**src/rtl/common.sv**
```systemverilog
// rtl/common.sv - shared CBus request/response types and arbiter state encoding
//
// Contents:
//   cbus_size_t, cbus_len_t   beat size and burst length (len = beats - 1)
//   cbus_req_t                requester -> bus request
//   cbus_resp_t               bus -> requester response
//   cbus_arb_state_t          arbiter FSM states (IDLE, BUSY)
package common;

  typedef logic [2:0] cbus_size_t;
  typedef logic [3:0] cbus_len_t;

  typedef struct packed {
    logic        valid;
    logic        is_write;
    cbus_size_t  size;
    logic [31:0] addr;
    logic [3:0]  strobe;
    logic [31:0] data;
    cbus_len_t   len;
    logic [1:0]  burst;
  } cbus_req_t;

  typedef struct packed {
    logic        ready;
    logic        last;
    logic [31:0] data;
  } cbus_resp_t;

  typedef enum logic {
    CBUS_ARB_IDLE,
    CBUS_ARB_BUSY
  } cbus_arb_state_t;

endpackage

```
**src/rtl/cbus_arbiter_if.sv**
```systemverilog
// rtl/cbus_arbiter_if.sv - CBus arbiter bus bundle (requester side and downstream side)
//
// Signals:
//   ireqs[NUM_REQ]   requests from the requesters
//   iresps[NUM_REQ]  responses routed back to the requesters
//   oreq             request forwarded to the AXI converter
//   oresp            response from the AXI converter
// Modports:
//   slave   arbiter view
//   master  requester + converter view (the environment around the arbiter)
interface cbus_arbiter_if
  import common::*;
#(
  parameter int NUM_REQ = 2
);

  cbus_req_t  ireqs  [NUM_REQ];
  cbus_resp_t iresps [NUM_REQ];
  cbus_req_t  oreq;
  cbus_resp_t oresp;

  modport slave  (input ireqs, output iresps, output oreq, input oresp);
  modport master (output ireqs, input iresps, input oreq, output oresp);

endinterface

```
**src/rtl/cbus_arb_pick.sv**
```systemverilog
// rtl/cbus_arb_pick.sv - combinational first-valid search starting at a given index
//
// Ports:
//   valid  in   NUM_REQ  request-valid vector
//   start  in   IDX_W    index searched first; search wraps modulo NUM_REQ
//   grant  out  IDX_W    first valid index found (0 when none)
//   found  out  1        at least one request is valid
module cbus_arb_pick #(
  parameter int NUM_REQ = 2,
  parameter int IDX_W   = $clog2(NUM_REQ)
) (
  input  logic [NUM_REQ-1:0] valid,
  input  logic [IDX_W-1:0]   start,
  output logic [IDX_W-1:0]   grant,
  output logic               found
);

  logic [IDX_W:0]   sum;
  logic [IDX_W-1:0] idx;

  // Walk from the farthest candidate back to start so the nearest valid
  // index is the last assignment and therefore wins.
  always_comb begin
    grant = '0;
    found = 1'b0;
    sum   = '0;
    idx   = '0;
    for (int k = NUM_REQ - 1; k >= 0; k--) begin
      sum = {1'b0, start} + (IDX_W + 1)'(k);
      if (sum >= (IDX_W + 1)'(NUM_REQ)) begin
        sum = sum - (IDX_W + 1)'(NUM_REQ);
      end
      idx = sum[IDX_W-1:0];
      if (valid[idx]) begin
        grant = idx;
        found = 1'b1;
      end
    end
  end

endmodule

```
**src/rtl/cbus_arbiter.sv**
```systemverilog
// rtl/cbus_arbiter.sv - grants the shared CBus master port one whole transaction at a time
//
// Ports:
//   clk     in   1      core clock, rising edge
//   resetn  in   1      asynchronous active-low reset
//   bus     slave       ireqs/iresps (requesters), oreq/oresp (AXI converter)
//   busy    out  1      a transaction is owned
//   owner   out  IDX_W  current owner, valid while busy
// Build option:
//   CBUS_ARB_RR_EN  defined: round-robin from last_owner+1; undefined: fixed
//                   priority, lowest index wins.
module cbus_arbiter
  import common::*;
#(
  parameter int NUM_REQ = 2,
  parameter int IDX_W   = $clog2(NUM_REQ)
) (
  input  logic             clk,
  input  logic             resetn,
  cbus_arbiter_if.slave    bus,
  output logic             busy,
  output logic [IDX_W-1:0] owner
);

  cbus_arb_state_t    state;
  logic [NUM_REQ-1:0] req_valid;
  logic [IDX_W-1:0]   start;
  logic [IDX_W-1:0]   grant;
  logic               found;

  always_comb begin
    req_valid = '0;
    for (int i = 0; i < NUM_REQ; i++) begin
      req_valid[i] = bus.ireqs[i].valid;
    end
  end

`ifdef CBUS_ARB_RR_EN
  logic [IDX_W-1:0] last_owner;

  assign start = (last_owner == IDX_W'(NUM_REQ - 1)) ? '0 : IDX_W'(last_owner + 1'b1);
`else
  assign start = '0;
`endif

  cbus_arb_pick #(
    .NUM_REQ (NUM_REQ),
    .IDX_W   (IDX_W)
  ) u_pick (
    .valid (req_valid),
    .start (start),
    .grant (grant),
    .found (found)
  );

  // Completion always passes through IDLE, which gives the one-cycle
  // oreq.valid=0 bubble between transactions the converter depends on.
  always_ff @(posedge clk or negedge resetn) begin
    if (!resetn) begin
      state <= CBUS_ARB_IDLE;
      busy  <= 1'b0;
      owner <= '0;
`ifdef CBUS_ARB_RR_EN
      last_owner <= '0;
`endif
    end else begin
      case (state)
        CBUS_ARB_IDLE: begin
          if (found) begin
            state <= CBUS_ARB_BUSY;
            busy  <= 1'b1;
            owner <= grant;
`ifdef CBUS_ARB_RR_EN
            last_owner <= grant;
`endif
          end
        end
        CBUS_ARB_BUSY: begin
          // Owner dropping valid mid-burst is ignored; only last ends it.
          if (bus.oresp.ready && bus.oresp.last) begin
            state <= CBUS_ARB_IDLE;
            busy  <= 1'b0;
          end
        end
        default: begin
          state <= CBUS_ARB_IDLE;
          busy  <= 1'b0;
        end
      endcase
    end
  end

  // oreq depends only on state/owner/ireqs; oresp reaches iresps only.
  always_comb begin
    bus.oreq = '0;
    for (int j = 0; j < NUM_REQ; j++) begin
      bus.iresps[j] = '0;
    end
    if (state == CBUS_ARB_BUSY) begin
      bus.oreq          = bus.ireqs[owner];
      bus.iresps[owner] = bus.oresp;
    end
  end

endmodule

```
**src/flat_wrapper.sv**
```systemverilog
// flat-port wrapper written by rule: the top's interface ports become plain ports
module cbus_arbiter_flat import common::*;
#(
  parameter int NUM_REQ = 2,
  parameter int IDX_W   = $clog2(NUM_REQ)
)
  (clk, resetn, busy, owner, bus_ireqs, bus_iresps, bus_oreq, bus_oresp);
  cbus_arbiter_if #(.NUM_REQ(NUM_REQ)) bus_i ();
  input  logic clk;
  input  logic resetn;
  output logic busy;
  output logic [IDX_W-1:0] owner;
  input wire logic [$bits(bus_i.ireqs)-1:0] bus_ireqs;
  output wire logic [$bits(bus_i.iresps)-1:0] bus_iresps;
  output wire logic [$bits(bus_i.oreq)-1:0] bus_oreq;
  input wire logic [$bits(bus_i.oresp)-1:0] bus_oresp;
  assign bus_i.ireqs = {>>{bus_ireqs}};
  assign bus_iresps = {>>{bus_i.iresps}};
  assign bus_oreq = bus_i.oreq;
  assign bus_i.oresp = bus_oresp;
  cbus_arbiter #(.NUM_REQ(NUM_REQ), .IDX_W(IDX_W)) u_core (.clk(clk), .resetn(resetn), .bus(bus_i), .busy(busy), .owner(owner));
endmodule
```
**config.mk**
```make
export PLATFORM = sky130hd
export DESIGN_NAME = cbus_arbiter_flat
export DESIGN_NICKNAME = d
export VERILOG_FILES = /design/src/rtl/common.sv /design/src/rtl/cbus_arbiter_if.sv /design/src/rtl/cbus_arb_pick.sv /design/src/rtl/cbus_arbiter.sv /design/src/flat_wrapper.sv
export SDC_FILE = /design/constraint.sdc
export NUM_CORES = 1
export LEC_CHECK = 0
export ABC_AREA = 1
export CAP_MARGIN = 10
export CORE_AREA = 2 2 132 134
export DETAILED_ROUTE_END_ITERATION = 8
export DIE_AREA = 0 0 134 136
export GPL_TIMING_DRIVEN = 0
export PLACE_DENSITY = 0.53
export SETUP_SLACK_MARGIN = 0.2
export SYNTH_ARGS = -nofsm -noshare
export SYNTH_HDL_FRONTEND = slang
export SYNTH_SLANG_ARGS = --single-unit
```
**constraint.sdc**
```tcl
create_clock -name clk -period 1.4 [get_ports clk]
set_input_delay 0.21 -clock clk [delete_from_list [all_inputs] [get_ports clk]]
set_output_delay 0.21 -clock clk [all_outputs]
set_load 0.01 [all_outputs]
```
Word level (Yosys, flattened, before mapping). Index checks and enable logic that the tools add are counted.

$add $sub $neg: 0. $mul: 0. Divide/modulo/power cells: 0. Magnitude comparators: 2. Equal/unequal tests: 2. Shift operators: 0. Multiplexer cells: 16. Bitwise logic cells: 3. Reduce and logical (&&, ||, !) cells: 4.

Operators with widths (number): $mux 79 (4); $and 68x68->68 (1); $mux 68 (1); $demux 34 s1 (1); $mux 34 (1); $mux 1 (7); $pmux 1 s2 (2); $reduce_and 2->1 (2); $ge 2x2->1 const B (1); $logic_and 1x1->1 (2); $lt 2x1->1 const B (1); $ne 2x1->1 const B (1); $ne 2x2->1 const B (1); $not 1->2 (1); $not 1->1 (1).

Bits in registers: 3. Latch bits: 0. Memory bits (writable): 0. Memory bits (read-only): 0. Output and inout bits: 149. Word-level logic and storage cells: 30. Memories: 0.

Depth between registers and ports, before layout.
Depth after elaboration: 7. Mapped depth: 7. Depth with buffers taken out: 4.

Hierarchy. Synthesis repeated with hierarchy kept, for this count alone.

Cells, all modules: 386. Area, all modules: 1570.3 µm².

Modules (own cells, without submodules): cbus_arbiter (instances 1, cells an instance 382, area an instance 1551.5 µm², seq. area each 75.1 µm²); cbus_arb_pick (instances 1, cells an instance 4, area an instance 18.8 µm², seq. area each 0.0 µm²).

Worst setup path before layout. Ideal clock, no wire load.

Kind: reg-to-output. Start point: register u_core.owner. End point: output port bus_oreq[68]. Data arrival time: 1109 ps. Data required time: 1190 ps. Path slack: 81 ps. Cell stages (with the launch flop): 7. Path through: dfrtp_1 nand2_2 inv_2 buf_6 buf_4 nand2_1 nand2_1.

Cells in the longest elaborated chain, start to end: 5.

Ends and longest elaborated chain: start, declared (RTL line cbus_arbiter.sv:22) `output logic [IDX_W-1:0] owner`; start signal, assigned (RTL line cbus_arbiter.sv:72) `owner <= grant;`; $not 1->2 (not written as such) (RTL line cbus_arbiter.sv:100) `bus.oreq = bus.ireqs[owner];`; $mux 79 (not written as such) (3 in series) (RTL line cbus_arbiter.sv:100); $mux 79 (RTL line cbus_arbiter.sv:99) `if (state == CBUS_ARB_BUSY) begin`; end, declared (RTL line flat_wrapper.sv:15) `output wire logic [$bits(bus_i.oreq)-1:0] bus_oreq;`.

No other way between the ends. The select of a mux whose other input is x is not followed.

Worst setup path in the final report.
Start point: register u_core.owner. End point: output port bus_oreq[18].

The elaborated chain is that of the path after synthesis.

==> results.yml <==
grt:
  grt_pass1_wl_microns: 18500
  grt_pass1_vias: 3528
  antenna_found_initial: 0
  grt_remaining_overflow: 0
  grt_max_degree: 11
  global_route.usage.total_pct: 12.7
timing:
  slew_viol_final: 0
  whs_ns: 0.177
  timing.final.ws_setup_ns: -0.351
  rsz0062_at_grt: "true"
  worst_slew_pin_slew_ns: 0.238
  finClkSkew_ns: 0.000917
  finalCriticalPeriod_ns: 1.75
  setup-violations-final: 147
  finalHoldViolations: 0
  period_share_pct: 125
  clock.fmax_ghz: 0.571
  max_slew_margin_pct: 84.0
final_layout:
  stdcell_area_sq_um: 6870
  nets: 980
  area_delta_synth_final_pct: 341
  fillers: 1731
  antenna_cells: 0
  seq_area_sq_um: 76.3
  drive_above_1_share_pct: 48.3
  multi_input_area_sq_um: 1930
clock_tree:
  htreeDepth: 1
  cts.sinks: 3
  cts_tree: "yes"
  clk_root_buffer_cell: "clkbuf_16"
  clk_latency_ns: 0.22
  hold_buffers: 0
  cts_max_path_buffers: 2
  cts.reportedPaths.clkPinSlew_ns: 0.03
  numCtsBuffers: 3
route:
  wl_met1_microns: 4720
  top_layer: "met4"
  drt-pass1-iter-count: 4
  wl_met2_microns: 7530
  drt_iter0_drc: 67
  num_vias: 3753
  drc: 0
  routed_via_density: 3.72
  drtAntennaViolNets: 0
  wire_per_inst_microns: 13.3
  wl_met3_microns: 1090
  wl_microns: 13400
floorplan:
  io_pins: 343
  dieArea_sq_um: 18200
  fp-row-count: 48
  die_h_microns: 136
  die_width_microns: 134
  core_sq_um: 16900
  start_util_pct: 9.22
yosys:
  post-synth-top-count-cell: "nand2_1"
  ys.flop_type: "dfrtp_1"
  yosys.cell_types.count: 14
  synth_common_cells: "nand2_1, nor2_1, inv_1, buf_2"
  syn_area_sq_um: 1560
  yosys.area.top_type: "nand2_1"
  synth_edf_count: 0
  synth.top_cell.area_share_pct: 59.1
  ys_warn_count: 0
  synth_cells: 384
  syn_area_per_cell_sq_um: 4.05
  synth.area.top_cells: "nand2_1, nor2_1, inv_1"
  syn_nets: 578
  ys_seq_area_share_pct: 4.82
  yosys_register_bits: 3
  async_reset_ff_share_pct: 100
run_status:
  status: "finished with violations"
  failed_checks: "setup timing"
place:
  io_buffers: 342
  dpl_cell_area_sq_um: 5320
  gp_congestion: 0.709
  dp_hpwl_microns: 10100
worst_hold_path:
  hold_path.class: "primary input to async pin"
pwr:
  power_frac_seq_pct: 1.5
  leakagePower_nw: 3.48
  power.share.clock_pct: 3.8
  sw_frac_of_total_pct: 44.3
  switchingPower_mw: 5.29
  vdd_drop_max_v: 0.000652
  power_frac_comb_pct: 94.7
  powerDensity_nw_per_um2: 1740
  cellInternalPower_mw: 6.65
worst_setup_path:
  arrival_ns: 1.54
  critPathMaxFanout: 5
  critPathLaunchType: "flop"
  worst_setup_path_end_kind: "primary output"
  rr_worst_depth: 7
  cp_data_required_time_ns: 1.19
  crit_type: "flop to primary output"
job:
  drv_cap: 0
## through the flow
| step | setup TNS (ns) | power (mW) | util, % | std cells | setup WS [ns] |
|---|---|---|---|---|---|
| after floorplan | 0 | 3.28 | - | 384 | 0.173 |
| after global placement | -71.61 | 7.80 | 31.5 | 951 | -0.635 |
| after detailed placement | -70.61 | 7.76 | 31.5 | 951 | -0.628 |
| after CTS | -33.75 | 9.81 | 35.2 | 992 | -0.383 |
| after global routing | -42.81 | 12.7 | 40.7 | 1010 | -0.408 |
| final | -34.13 | 11.9 | 40.7 | 1010 | -0.351 |
## cell type report
cell class / count / area share [%]
Buffer: 23 / 4.88
Clock buffer: 4 / 1.15
Inverter: 39 / 2.42
Multi-Input combinational cell: 320 / 28.1
Sequential cell: 3 / 1.11
Tap cell: 225 / 4.10
Timing Repair Buffer: 396 / 58.3
## state kept, by name (all words and copies together), names as in the netlist
name          cells
u_core.busy       1
u_core.state      1
u_core.owner      1
## kinds of logic (layout without fill, tap and decap cells)
kind of cell,after synthesis,after routing,share of synthesized area (%)
and+or+nand+nor,318,319,77.4
DFF,3,3,4.82
buffers and inverters,62,462,17.4
AOI/OAI and AO/OA,1,1,0.321
## layout by cell type, fill, tap and decap left out, types with 6 or more instances in the layout
cell type        netlist  layout
buf_8                  0      20
nor2_4                 1      35
buf_4                  3       8
clkdlybuf4s50_1        0     193
buf_16                 0       9
buf_6                  1      92
buf_12                 0       8
clkdlybuf4s15_1        0       6
nand2_4                0      24
nand2_2                1      81
clkbuf_16              0       8
buf_2                 15      71
nor2_2                 0      12
nand2_1              245     139
nor2_1                70      24
inv_1                 37      36
## worst paths after layout
check / from / endpoint / slack (ns)
min in group clk: u_core.busy / u_core.busy / 0.46
max: u_core.owner / bus_oreq[18] / -0.35
max reg2reg: u_core.owner / u_core.owner / 0.11
min reg2reg: u_core.busy / u_core.busy / 0.46
max in group asynchronous: resetn / u_core.owner / 1.06
min: resetn / u_core.owner / 0.18
## power by group through the flow
stage	registers [mW]	clock network (mW)	logic, mW
after floorplan	0.177	0	3.11
after CTS	0.174	0.460	9.18
after detailed placement	0.166	0	7.59
after global placement	0.167	0	7.63
final	0.183	0.455	11.3
after global routing	0.191	0.471	12.0
## worst max-delay path, stage by stage, from the launching register on
cell,delay [ns]
dfrtp_2,0.47
nand2_8,0.14
clkinv_8,0.08
buf_12,0.15
buf_8,0.13
buf_6,0.11
nand2_2,0.04
nand2_1,0.06
buf_2,0.14
## per-layer routing
metal / vias up / global-route usage, %
met3: 6 / 2.65
met4: 0 / 2.01
li1: 1912 / -
met5: - / 0
met1: 1649 / 13.6
met2: 186 / 25.8
## timing repair
item                       CTS  global route
buffers inserted            28            12
pin swaps                   20            35
gates resized for setup    675           269
setup endpoints to repair  149           149
cloned                       9             6
Note: power is estimated with default switching activity, not from simulation.
